## src/rtl/conv_sched.sv

```systemverilog
// Shares one decimal-to-binary converter between operand requesters A and B.
// It primes the converter frame, captures the result and holds both operands for the ALU.
module conv_sched #(
  parameter int TIMEOUT = 40
) (
  input  logic        CLK,
  input  logic        RST,
  input  logic        req_a,
  input  logic        req_b,
  input  logic [39:0] a_dig,
  input  logic [39:0] b_dig,
  output logic [39:0] conv_dig,
  output logic        conv_rst_n,
  input  logic        conv_done,
  input  logic [11:0] conv_digit,
  output logic        ack_a,
  output logic        ack_b,
  output logic [11:0] op_a,
  output logic [11:0] op_b,
  output logic        a_ok,
  output logic        b_ok,
  output logic        ops_valid,
  input  logic        alu_ack,
  output logic        busy,
  output logic        err
);

  localparam int CW = $clog2(TIMEOUT + 1);

  typedef enum logic [2:0] {IDLE, PRIME, WAIT1, WAIT2, CAPT} state_t;

  state_t        state_reg;
  logic [CW-1:0] cnt_reg;
  logic          done_q_reg;
  logic          last_b_reg;
  logic          owner_b_reg;

  logic pend_a;
  logic pend_b;
  logic grant;
  logic grant_b;
  logic done_rise;
  logic timeout_hit;

  // A requester whose ack is currently showing is finished and must not be re-granted.
  always_comb begin
    pend_a      = req_a & ~ack_a;
    pend_b      = req_b & ~ack_b;
    grant       = ((state_reg == IDLE) || (state_reg == CAPT)) && (pend_a || pend_b);
    grant_b     = pend_b & (~pend_a | ~last_b_reg);
    done_rise   = conv_done & ~done_q_reg;
    timeout_hit = ((state_reg == WAIT1) || (state_reg == WAIT2)) &&
                  (cnt_reg == CW'(TIMEOUT - 1));
  end

  assign ops_valid = a_ok & b_ok;

  always_ff @(posedge CLK) begin
    if (!RST) begin
      state_reg   <= IDLE;
      cnt_reg     <= '0;
      done_q_reg  <= 1'b0;
      last_b_reg  <= 1'b1;
      owner_b_reg <= 1'b0;
      conv_dig    <= '0;
      conv_rst_n  <= 1'b0;
      ack_a       <= 1'b0;
      ack_b       <= 1'b0;
      op_a        <= '0;
      op_b        <= '0;
      a_ok        <= 1'b0;
      b_ok        <= 1'b0;
      busy        <= 1'b0;
      err         <= 1'b0;
    end else begin
      done_q_reg <= conv_done;
      conv_rst_n <= 1'b1;
      ack_a      <= 1'b0;
      ack_b      <= 1'b0;
      if (alu_ack) begin
        a_ok <= 1'b0;
        b_ok <= 1'b0;
      end
      case (state_reg)
        IDLE, CAPT: begin
          if (grant) begin
            state_reg   <= PRIME;
            conv_dig    <= grant_b ? b_dig : a_dig;
            last_b_reg  <= grant_b;
            owner_b_reg <= grant_b;
            conv_rst_n  <= 1'b0;
            busy        <= 1'b1;
          end else begin
            state_reg <= IDLE;
            busy      <= 1'b0;
          end
        end
        PRIME: begin
          state_reg <= WAIT1;
          cnt_reg   <= '0;
        end
        WAIT1, WAIT2: begin
          cnt_reg <= cnt_reg + CW'(1);
          // A capture overrides a same-cycle alu_ack clear for the captured operand.
          if ((state_reg == WAIT2) && done_rise) begin
            state_reg <= CAPT;
            if (owner_b_reg) begin
              op_b  <= conv_digit;
              b_ok  <= 1'b1;
              ack_b <= 1'b1;
            end else begin
              op_a  <= conv_digit;
              a_ok  <= 1'b1;
              ack_a <= 1'b1;
            end
          end else if (timeout_hit) begin
            state_reg <= IDLE;
            busy      <= 1'b0;
            err       <= 1'b1;
            if (owner_b_reg) ack_b <= 1'b1;
            else             ack_a <= 1'b1;
          end else if (done_rise) begin
            state_reg <= WAIT2;
          end
        end
        default: begin
          state_reg <= IDLE;
          busy      <= 1'b0;
        end
      endcase
    end
  end

endmodule

```

## config.mk

```make
export PLATFORM = sky130hd
export DESIGN_NAME = conv_sched
export DESIGN_NICKNAME = d
export VERILOG_FILES = /design/src/rtl/conv_sched.sv
export SDC_FILE = /design/constraint.sdc
export NUM_CORES = 1
export LEC_CHECK = 0
export BUFFER_PORTS_ARGS = -buffer_cell sky130_fd_sc_hd__buf_2
export CORE_MARGIN = 2
export CORE_UTILIZATION = 50
export CTS_CLUSTER_SIZE = 10
export DETAILED_ROUTE_END_ITERATION = 10
export PLACE_DENSITY = 0.92
export RECOVER_POWER = 50
export SLEW_MARGIN = 15
export SYNTH_ARGS = -nofsm -noshare
export SYNTH_HDL_FRONTEND = slang
export SYNTH_SLANG_ARGS = --single-unit
```

## constraint.sdc

```tcl
create_clock -name CLK -period 3.2 [get_ports CLK]
set_clock_uncertainty 0.15 [all_clocks]
set_input_delay 0.48 -clock CLK [delete_from_list [all_inputs] [get_ports CLK]]
set_output_delay 0.48 -clock CLK [all_outputs]
set_load 0.03 [all_outputs]
```

## Word-level counts from Yosys, hierarchy flattened

Cells that the tools add are included.
Widths: inputs -> output; s select.

- Word-level logic and storage cells: 81
- Register bits: 83

- Reductions and logical operators: 16
- Mux-type cells: 27
- Add/subtract/negate cells: 1
- Equality and inequality tests: 8
- Bitwise logic cells: 14

Operator list:

| kind | count |
|---|---|
| $mux 40 | 1 |
| $mux 1 | 20 |
| $pmux 6 s2 | 1 |
| $reduce_and 3->1 | 4 |
| $mux 3 | 3 |
| $pmux 3 s3 | 1 |
| $not 1->1 | 8 |
| $add 6x1->6 const B | 1 |
| $eq 3x2->1 const B | 2 |
| $eq 6x6->1 const B | 1 |
| $and 1x1->1 | 5 |
| $ne 2x2->1 const B | 2 |
| $ne 4x4->1 const B | 1 |
| $reduce_and 2->1 | 2 |
| $reduce_or 2->1 | 2 |
| $eq 3x1->1 const B | 1 |
| $eq 3x3->1 const B | 1 |
| $logic_and 1x1->1 | 3 |
| $logic_not 3->1 | 1 |
| $logic_or 1x1->1 | 3 |
| $pmux 1 s3 | 1 |
| $reduce_bool 2->1 | 1 |
| $or 1x1->1 | 1 |

## Depth between registers and ports, before layout

Gate-level depths: netlist (run 1).

- Depth in word-level cells: 6
- Mapped depth: 6
- Gate-level depth less buffers: 4

## Worst setup path before layout (run 1)

No wires, ideal clock.

- Path type: input to register
- Start point: input req_b
- End point: register conv_dig[0]
- Arrival: 1294 ps
- Path slack: 1681 ps
- Required time: 2976 ps
- Library setup time: 74 ps
- Cell stages on the path: 6
- Buffers on the path: 2
- Path through: nor2b_1 > and2_1 > clkbuf_1 > buf_2 > nand2_1 > a31oi_1

- Word-level cells in the longest chain between the ends: 4
- Elaborated cells between the ends (all ways): 6

Ends and longest elaborated chain:

| element | line | text |
|---|---|---|
| from (decl) | 9 | `input logic req_b,` |
| $and 1x1->1 (*) | 48 | `pend_b = req_b & ~ack_b;` |
| $logic_or 1x1->1 | 49 | `grant = ((state_reg == IDLE) \|\| (state_reg == CAPT)) && (pend_a \|\| pend_b);` |
| $logic_and 1x1->1 | 49 |  |
| $reduce_and 2->1 (no source line) | n/a |  |
| to (signal assigned) | 88 | `conv_dig <= grant_b ? b_dig : a_dig;` |
| to (decl) | 12 | `output logic [39:0] conv_dig,` |

Mark *: on every way between the ends. The rest lies on a longest branch, timed or not.
A chain may end at the register's enable or synchronous reset.

==> results.toml, run 1 <==
[worst_setup_path]
path_delay_family = "buffers and inverters"
path_buf_inv = 2
worstPathCellList = "buf_2, clkbuf_1, nand2_1, o21ai_2"
arrival_ns = 2.36
critPathLaunchType = "primary input"
r2r_cells = 5
endpoint_kind = "flop"
crit_slowest_cell = "clkbuf_1"
worst-path-max-fanout = 48
worstSetupPathType = "primary input to flop"
path_depth = 4
max_stage_delay_ns = 1.29
crit_required_ns = 3.33

[cells_and_area]
multi_input_area_mm2 = 0.00165
nFillCells = 597
area_growth_pct = 27.8
largest_register = "conv_dig"
final_nets = 661
diodes = 0
largestRegisters = "conv_dig (40), op_a (12), op_b (12)"
largest_register_ffs = 40
stdcell_count = 663
seqCellArea_mm2 = 0.00166
drive_gt1_frac = 0.287

[timing]
drv_slew = 49
worstMarginPinSlew_ns = 1.80
clock.fmax_mhz = 447
relSlewSlack = -0.198
layout_min_cycle_time_ns = 2.24
fin_setup_tns_ns = 0
finalHoldViolations = 0
period_share = 0.700
report.final.setup_viol = 0
grt_setup_unrepaired = "no"

[placement]
hpwl_um = 6230
gp_congestion = 0.825
dp_cells = 647
port_buffers = 169

[logic_synthesis]
async_reset_ff_frac = 0
synth_nets = 509
synth-seq-cells = 83
synth.cell_area_mm2 = 0.00351
yosys_warnings = 0
synthFlopType = "dfxtp_1"
yosysMostFrequentCell = "nand2_1"
netlist.top_cell.by_area = "dfxtp_1"
synth-seq-area-share = 0.473
synth_cell_types = 42
synth.avg_cell_area_um2 = 8.57
netlist.area_leader.share = 0.473
netlist_top_cells_count = "100 x nand2_1, 83 x dfxtp_1, 41 x a31oi_1"
postSynthCellCount = 410
ys_top_cells_by_area = "dfxtp_1 47%, nand2_1 11%, a31oi_1 7.3%, o21ai_0 5.0%, nand3_2 4.0%"
synth_edf_count = 0

[routing]
wl_per_cell_um = 13.3
via_per_inst = 5.23
totalWireLength_um = 8790
vias = 3466
drc = 0
dr.pass1.iters = 7
drtIter0Drc = 109
ant_nets = 0

[clocking]
post_cts_buffers = 0
path_clk_slew_ns = 0.09
clk_latency_ns = 0.35
ctsRootBufferMaster = "clkbuf_8"
cts_buffers = 9
cts_buffer_depth = 2
cts_resized = 0
hold_buffers = 0
cts_tree = "done"
ctsHtreeMaxLevel = 3
cts.sinks = 83

[global_routing]
grt_max_degree = 50
grt_pass1_wl_um = 13900
grt_pass1_vias = 3216
grt_antenna_before_repair = 0
grt.total_usage = 0.226
grt-ovfl-total = 0

[flow_run]
cap_violations = 1

[worst_hold_path]
hold_path.class = "primary input to flop"
whs_path_depth = 3

[power_and_ir_drop]
vdd_drop_max_v = 0.000341
combPwrFrac = 0.231
cellPowerDensity_mw_per_mm2 = 617
pwr-share-seq = 0.436
power_frac_clock = 0.334
sw_frac_of_total = 0.326
cellLeakagePower_nw = 1.85
switchingPower_uw = 904
power.internal_mw = 1.87

[run_status]
outcome = "complete, but fails checks"
violations = "capacitance limit, slew limit"

[floorplanning]
fp.dieW_um = 87.8
die_area_mm2 = 0.00772
coreArea_mm2 = 0.00679
io_pins = 170
initial_core_util = 0.517
die_y_um = 87.8
rows = 30
## worst paths after layout
| check | start | endpoint | slack [ns] |
|---|---|---|---|
| worst max-delay path | RST | op_a[10] | 0.96 |
| worst min-delay path | b_dig[25] | conv_dig[25] | 0.23 |
| worst max register to register | state_reg[1] | conv_dig[13] | 1.00 |
| worst min register to register | op_b[11] | op_b[11] | 0.31 |
## area by class of cell
cell class / instances / share of cell area
clock inverters: 6 / 0.0248
repair buffers: 175 / 0.179
clock buffers: 10 / 0.0306
well taps: 96 / 0.0267
flip-flops and latches: 83 / 0.370
inverters: 1 / 0.000835
multi-input cells: 292 / 0.368
## power groups by stage
stage	clock, mW	combinational, mW	sequential, mW
2_1_floorplan	0	0.285	1.41
3_3_place_gp	0	0.648	1.22
3_5_place_dp	0	0.665	1.22
4_1_cts	0.932	0.666	1.20
5_1_grt	0.972	0.697	1.22
6_report	0.924	0.639	1.21
## metrics by stage
| step | cell area [µm²] | util | worst slack, ns | power [mW] | hold WS (ns) |
|---|---|---|---|---|---|
| 2_1_floorplan | 3510 | - | 1.68 | 1.69 | 0.298 |
| 3_3_place_gp | 4330 | 0.637 | 1.02 | 1.87 | 0.291 |
| 3_5_place_dp | 4330 | 0.637 | 0.910 | 1.89 | 0.297 |
| 4_1_cts | 4580 | 0.674 | 1.04 | 2.80 | 0.218 |
| 5_1_grt | 4490 | 0.661 | 0.677 | 2.89 | 0.227 |
| 6_report | 4490 | 0.661 | 0.962 | 2.77 | 0.228 |
## cells by family (layout without fill, tap and decap cells)
family | Yosys count | after routing | synth area share
adders and majority gates | 1 | 1 | 0.00356
and+or+nand+nor | 164 | 164 | 0.240
buffers and inverters | 35 | 192 | 0.0566
AOI/OAI and AO/OA | 125 | 125 | 0.221
DFF | 83 | 83 | 0.473
muxes | 2 | 2 | 0.00605
## routing by layer
metal	wire [µm]	share of wire	track usage	vias up
li1	-	-	-	1750
met1	3760	0.43	0.263	1565
met2	4350	0.49	0.397	135
met3	538	0.061	0.0528	16
met4	149	0.017	0.0923	0
met5	0	0	0	-
## cells in the final DEF (no fill, tap or decap), drive strengths merged, types with 2 or more instances in the layout
cell type / n
clkbuf: 77
dfxtp: 83
a31oi: 41
bufinv: 3
nand3: 30
o21a: 2
a21boi: 7
inv: 2
nand2b: 6
nor2: 7
buf: 108
nor2b: 5
nand2: 100
nand4: 2
o21ai: 69
nand3b: 3
a21oi: 2
and2: 5
## tightest hold or removal path: stages
cell and delay (ns):
buf_2 0.09, nand2_1 0.05, a31oi_1 0.07
Note: power is estimated with default switching activity, not from simulation.
==> run 2, diff against run 1 <==
--- a/config.mk
+++ b/config.mk
@@ -5,12 +5,13 @@
 export SDC_FILE = /design/constraint.sdc
 export NUM_CORES = 1
 export LEC_CHECK = 0
+export ABC_AREA = 1
 export BUFFER_PORTS_ARGS = -buffer_cell sky130_fd_sc_hd__buf_2
 export CORE_MARGIN = 2
-export CORE_UTILIZATION = 50
+export CORE_UTILIZATION = 42
 export CTS_CLUSTER_SIZE = 10
 export DETAILED_ROUTE_END_ITERATION = 10
-export PLACE_DENSITY = 0.92
+export PLACE_DENSITY = 0.82
 export RECOVER_POWER = 50
 export SLEW_MARGIN = 15
 export SYNTH_ARGS = -nofsm -noshare
==> constraint.sdc (replaced) <==
create_clock -name CLK -period 1.9 [get_ports CLK]
set_clock_uncertainty 0.15 [all_clocks]
set_input_delay 0.285 -clock CLK [delete_from_list [all_inputs] [get_ports CLK]]
set_output_delay 0.285 -clock CLK [all_outputs]
set_load 0.03 [all_outputs]
==> results.toml, run 2 <==
[cells_and_area]
drive_gt1_frac = 0.215
largest_register_ffs = 40
diodes = 0
largest_register = "conv_dig"
mostFrequentLayoutCell = "nand2_1"
largestRegisters = "conv_dig (40), op_a (12), op_b (12)"
layout.cells.most_common_list = "182 x nand2_1, 102 x buf_2, 83 x dfxtp_1"
final_nets = 791
fin_util = 0.548
area_growth_pct = 28.5

[global_routing]
grt_pass1_vias = 3405
grt_antenna_before_repair = 0
grt_pass1_wl_um = 14400
grt-ovfl-total = 0
grt_max_degree = 81
grt.total_usage = 0.183

[timing]
whs_ns = 0.0166
grt_setup_unrepaired = "no"
finalHoldViolations = 0
clock.fmax_mhz = 580
period_share = 0.907
fin_setup_tns_ns = 0
relSlewSlack = 0.690
report.final.setup_viol = 0
layout_min_cycle_time_ns = 1.72
drv_slew = 0
worstMarginPinSlew_ns = 0.464

[logic_synthesis]
synth.avg_cell_area_um2 = 6.91
async_reset_ff_frac = 0
ys_top_cells_by_area = "dfxtp_1 45%, nand2_1 19%, inv_1 8.3%, o211ai_1 8.0%, nor2_1 6.5%"
synth.cell_area_mm2 = 0.00366
synthAdderAreaFrac = 0.00341
postSynthCellCount = 530
synth-seq-cells = 83
yosysMostFrequentCell = "nand2_1"
synth_cell_types = 23
netlist.top_cell.by_area = "dfxtp_1"
synthFlopType = "dfxtp_1"
netlist.area_leader.share = 0.453
synthSimpleGateAreaFrac = 0.310
synth-xor-area-share = 0
synth_top_family_by_area = "simple AND/OR/NAND/NOR gates"
synth-seq-area-share = 0.453
synth_edf_count = 0
synth_nets = 629
synth_mux_area_frac = 0
synth_compound_area_frac = 0.105
yosys_warnings = 0
netlist_top_cells_count = "182 x nand2_1, 83 x dfxtp_1, 81 x inv_1"

[routing]
wl_met3_um = 661
via_per_inst = 4.56
top_layer_used = "met4"
totalWireLength_um = 8770
vias = 3670
drtIter0Drc = 83
met1_length_um = 3870
ant_nets = 0
wl_per_cell_um = 10.9
drc = 0
route.met2.wl_um = 4070
dr.pass1.iters = 4

[floorplanning]
fp.dieW_um = 97.4
io_pins = 170
die_y_um = 97.4
coreArea_mm2 = 0.00859
rows = 34
die_area_mm2 = 0.00949
initial_core_util = 0.426

[worst_setup_path]
worst-path-max-fanout = 25
r2r_cells = 7
worstSetupPathType = "primary input to flop"
rrSetupSlack_ns = 0.27
crit_required_ns = 2.04
endpoint_kind = "flop"
worstReg2RegEnd = "ack_b"
critPathLaunchType = "primary input"
arrival_ns = 1.86
r2r-start = "state_reg[1]"

[clocking]
clk_latency_ns = 0.35
post_cts_buffers = 0
hold_buffers = 2
path_clk_slew_ns = 0.09
cts_tree = "done"
cts_buffer_depth = 2
cts_buffers = 9
ctsHtreeMaxLevel = 3
cts_resized = 0
cts.sinks = 83
ctsRootBufferMaster = "clkbuf_8"

[power_and_ir_drop]
vdd_drop_max_v = 0.000496
cellPowerDensity_mw_per_mm2 = 926
combPwrFrac = 0.244
power_frac_clock = 0.293
sw_frac_of_total = 0.348
cellLeakagePower_nw = 2.51
power_mw = 4.36
power.internal_mw = 2.84
switchingPower_mw = 1.52
pwr-share-seq = 0.463

[placement]
port_buffers = 169
gp_congestion = 0.818
hpwl_um = 6420

[run_status]
outcome = "completed"

[worst_hold_path]
hold_path.class = "primary input to flop"
whs_path_depth = 3
hp-start = "conv_digit[10]"
hold_path_end = "op_b[10]"

[flow_run]
cap_violations = 0
## run 2: cell types whose count changed in the layout (fill, tap and decap cells not counted), moves of 16 or more
cell	previous run	this run
a31oi_1	41	1
inv_1	1	81
nand2_1	100	182
nand2_2	0	16
nor2_1	6	64
o211ai_1	1	39
o21ai_0	35	5
o21ai_1	20	1
## run 2: worst max-delay path by stage
stage / from / endpoint / slack [ns]
finish: conv_done / op_a[1] / 0.18
global placement: state_reg[0] / conv_dig[2] / 0.37
global route: state_reg[1] / ack_b / 0.06
detailed placement: state_reg[0] / conv_dig[2] / 0.36
CTS: conv_done / op_a[1] / 0.21
floorplan: ack_b / conv_dig[0] / 0.42
## run 2: cell families (layout without fill, tap and decap cells)
| logic type | Yosys count | count (layout) |
|---|---|---|
| AO/OA/AOI/OAI | 56 | 56 |
| AND/OR/NAND/NOR | 278 | 278 |
| adder cells (fa/ha/maj) | 1 | 1 |
| buffers and inverters | 112 | 279 |
| flip-flops | 83 | 83 |
## run 2: through the flow
stage | instance area, µm² | setup WS (ns) | instances
2_1_floorplan | 3660 | 0.424 | 530
3_3_place_gp | 4580 | 0.370 | 787
3_5_place_dp | 4580 | 0.359 | 787
4_1_cts | 4800 | 0.210 | 805
5_1_grt | 4710 | 0.0553 | 805
6_report | 4710 | 0.177 | 805
## run 2: power groups by stage
stage,combinational (mW),sequential (mW),clock [mW]
2_1_floorplan,0.436,2.36,0
3_3_place_gp,1.10,2.05,0
3_5_place_dp,1.12,2.05,0
4_1_cts,1.13,2.02,1.32
5_1_grt,1.17,2.04,1.38
6_report,1.06,2.02,1.28
## run 2: area by class of cell
class | count | area, µm²
clock inverter | 7 | 77.6
sequential | 83 | 1660
inverter | 87 | 327
timing repair buffer | 176 | 853
clock buffer | 9 | 124
tap | 108 | 135
fill | 826 | 3880
multi-input combinational | 335 | 1530
## run 2: critical path: stages
cell and delay [ns]:
dlygate4sd3_1 0.52, clkbuf_1 0.12, inv_1 0.05, nor2_2 0.15
nand2_2 0.11, nor2_4 0.15, nand2_4 0.20, nand2_1 0.11
nand2_1 0.05, nor2_1 0.11
## run 2: routing by layer
metal / vias to the layer above / global-route usage
met2: 146 / 0.323
met3: 14 / 0.0489
met5: - / 0
li1: 1932 / -
met4: 0 / 0.0759
met1: 1578 / 0.208
==> run 3, diff against run 2 <==
--- a/config.mk
+++ b/config.mk
@@ -6,7 +6,7 @@
 export NUM_CORES = 1
 export LEC_CHECK = 0
 export ABC_AREA = 1
-export BUFFER_PORTS_ARGS = -buffer_cell sky130_fd_sc_hd__buf_2
+export BUFFER_PORTS_ARGS = -buffer_cell sky130_fd_sc_hd__buf_4
 export CORE_MARGIN = 2
 export CORE_UTILIZATION = 42
 export CTS_CLUSTER_SIZE = 10
==> results.toml, run 3 (synthesis gave the netlist of run 2 again) <==
[clocking]
cts_tree = "done"
path_clk_slew_ns = 0.08
cts_buffers = 9
ctsRootBufferMaster = "clkbuf_8"
post_cts_buffers = 0
cts_buffer_depth = 2
clk_latency_ns = 0.34
ctsHtreeMaxLevel = 3
cts.sinks = 83

[worst_hold_path]
hp-start = "conv_digit[10]"
hold_path.class = "primary input to flop"
hold_path_end = "op_a[10]"
whs_path_depth = 3

[routing]
ant_nets = 0
vias = 3708
totalWireLength_um = 9520
dr.pass1.iters = 4
drc = 0
via_per_inst = 4.61
wl_per_cell_um = 11.8
drtIter0Drc = 69

[cells_and_area]
mostFrequentLayoutCell = "nand2_1"
drive_gt1_frac = 0.211
largestRegisters = "conv_dig (40), op_a (12), op_b (12)"
final_nets = 792
largest_register_ffs = 40
largest_register = "conv_dig"
seqCellArea_mm2 = 0.00166
diodes = 0
layout.cells.most_common_list = "182 x nand2_1, 102 x buf_4, 83 x dfxtp_1"
multi_input_area_mm2 = 0.00153
nFillCells = 879
area_growth_pct = 34.1

[floorplanning]
io_pins = 170
fp.dieW_um = 97.4
initial_core_util = 0.426
coreArea_mm2 = 0.00859
die_y_um = 97.4
rows = 34
die_area_mm2 = 0.00949

[timing]
grt_setup_unrepaired = "no"
layout_min_cycle_time_ns = 1.77
worstMarginPinSlew_ns = 0.475
fin_setup_tns_ns = 0
report.final.setup_viol = 0
clock.fmax_mhz = 566
relSlewSlack = 0.683
finalHoldViolations = 0
whs_ns = 0.0259
period_share = 0.929
drv_slew = 0

[power_and_ir_drop]
pwr-share-seq = 0.479
combPwrFrac = 0.267
cellLeakagePower_nw = 2.57
power_frac_clock = 0.254
cellPowerDensity_mw_per_mm2 = 859
sw_frac_of_total = 0.350
power.internal_mw = 2.74
vdd_drop_max_v = 0.000415
switchingPower_mw = 1.48

[placement]
hpwl_um = 7150
port_buffers = 169
gp_congestion = 0.823

[worst_setup_path]
worst-path-max-fanout = 25
r2r-start = "state_reg[1]"
worstSetupPathType = "primary input to flop"
rrSetupSlack_ns = 0.24
arrival_ns = 1.85
startpoint = "conv_done"
worstReg2RegEnd = "ack_a"
crit_required_ns = 1.98
r2r_cells = 7
critPathLaunchType = "primary input"
endpoint_kind = "flop"

[flow_run]
cap_violations = 0

[global_routing]
grt_pass1_wl_um = 16100
grt_antenna_before_repair = 0
grt_pass1_vias = 3670
grt.total_usage = 0.202
grt_max_degree = 42
grt-ovfl-total = 0

[run_status]
outcome = "completed"
-- run 3: changes by cell type in the layout (fill, tap and decap cells not counted) --
cell | previous run | this run
buf_2 | 102 | 0
buf_4 | 1 | 102
clkbuf_1 | 68 | 71
clkinv_2 | 0 | 2
bufinv_16 | 1 | 0
clkinv_4 | 1 | 0
clkinvlp_4 | 4 | 3
dlygate4sd3_1 | 2 | 1
inv_6 | 1 | 0
-- run 3: final cells by class --
class / count / area share
flip-flops and latches: 83 / 0.338
multi-input cells: 335 / 0.312
repair buffers: 177 / 0.224
inverters: 87 / 0.0665
well taps: 108 / 0.0275
clock buffers: 9 / 0.0252
clock inverters: 5 / 0.00662
-- run 3: repair_timing --
| item | CTS | global route |
|---|---|---|
| gates resized for setup | 0 | 0 |
| hold buffers | 1 | 0 |
| hold endpoints to repair | 1 | 0 |
-- run 3: power by group through the flow --
stage               registers [mW]  clock network, mW  logic, mW
floorplan                     2.36                  0      0.436
global placement              2.06                  0       1.25
detailed placement            2.06                  0       1.27
CTS                           2.03               1.11       1.28
global route                  2.04               1.17       1.23
finish                        2.02               1.07       1.13
-- run 3: metal layers --
metal  GRT usage  vias to the layer above  part of all wire
li1            -                     1929                 -
met1       0.230                     1630              0.42
met2       0.362                      135              0.49
met3      0.0547                       14             0.074
met4      0.0694                        0             0.015
met5           0                        -                 0
-- run 3: through the flow --
step	setup WS (ns)	utilization	power, mW	area, µm²	std cells
global route	0.00399	0.572	4.45	4910	804
finish	0.135	0.572	4.22	4910	804
floorplan	0.424	-	2.80	3660	530
global placement	0.337	0.584	3.31	5020	789
CTS	0.141	0.603	4.42	5180	804
detailed placement	0.321	0.584	3.34	5020	789
-- run 3: worst max path at each step --
stage / endpoint / depth (start not counted) / slack [ns]
6_report: op_a[1] / 9 / 0.13
5_1_grt: op_a[6] / 10 / 0.004
4_1_cts: op_a[1] / 9 / 0.14
3_5_place_dp: conv_dig[25] / 8 / 0.32
3_3_place_gp: conv_dig[10] / 8 / 0.34
2_1_floorplan: conv_dig[0] / 9 / 0.42
-- run 3: worst max-delay path: stages --
cell	delay (ns)
dlygate4sd3_1	0.53
buf_4	0.11
inv_1	0.04
nor2_2	0.16
nand2_2	0.12
nor2_4	0.15
nand2_4	0.20
nor2_1	0.18
nor2_1	0.06
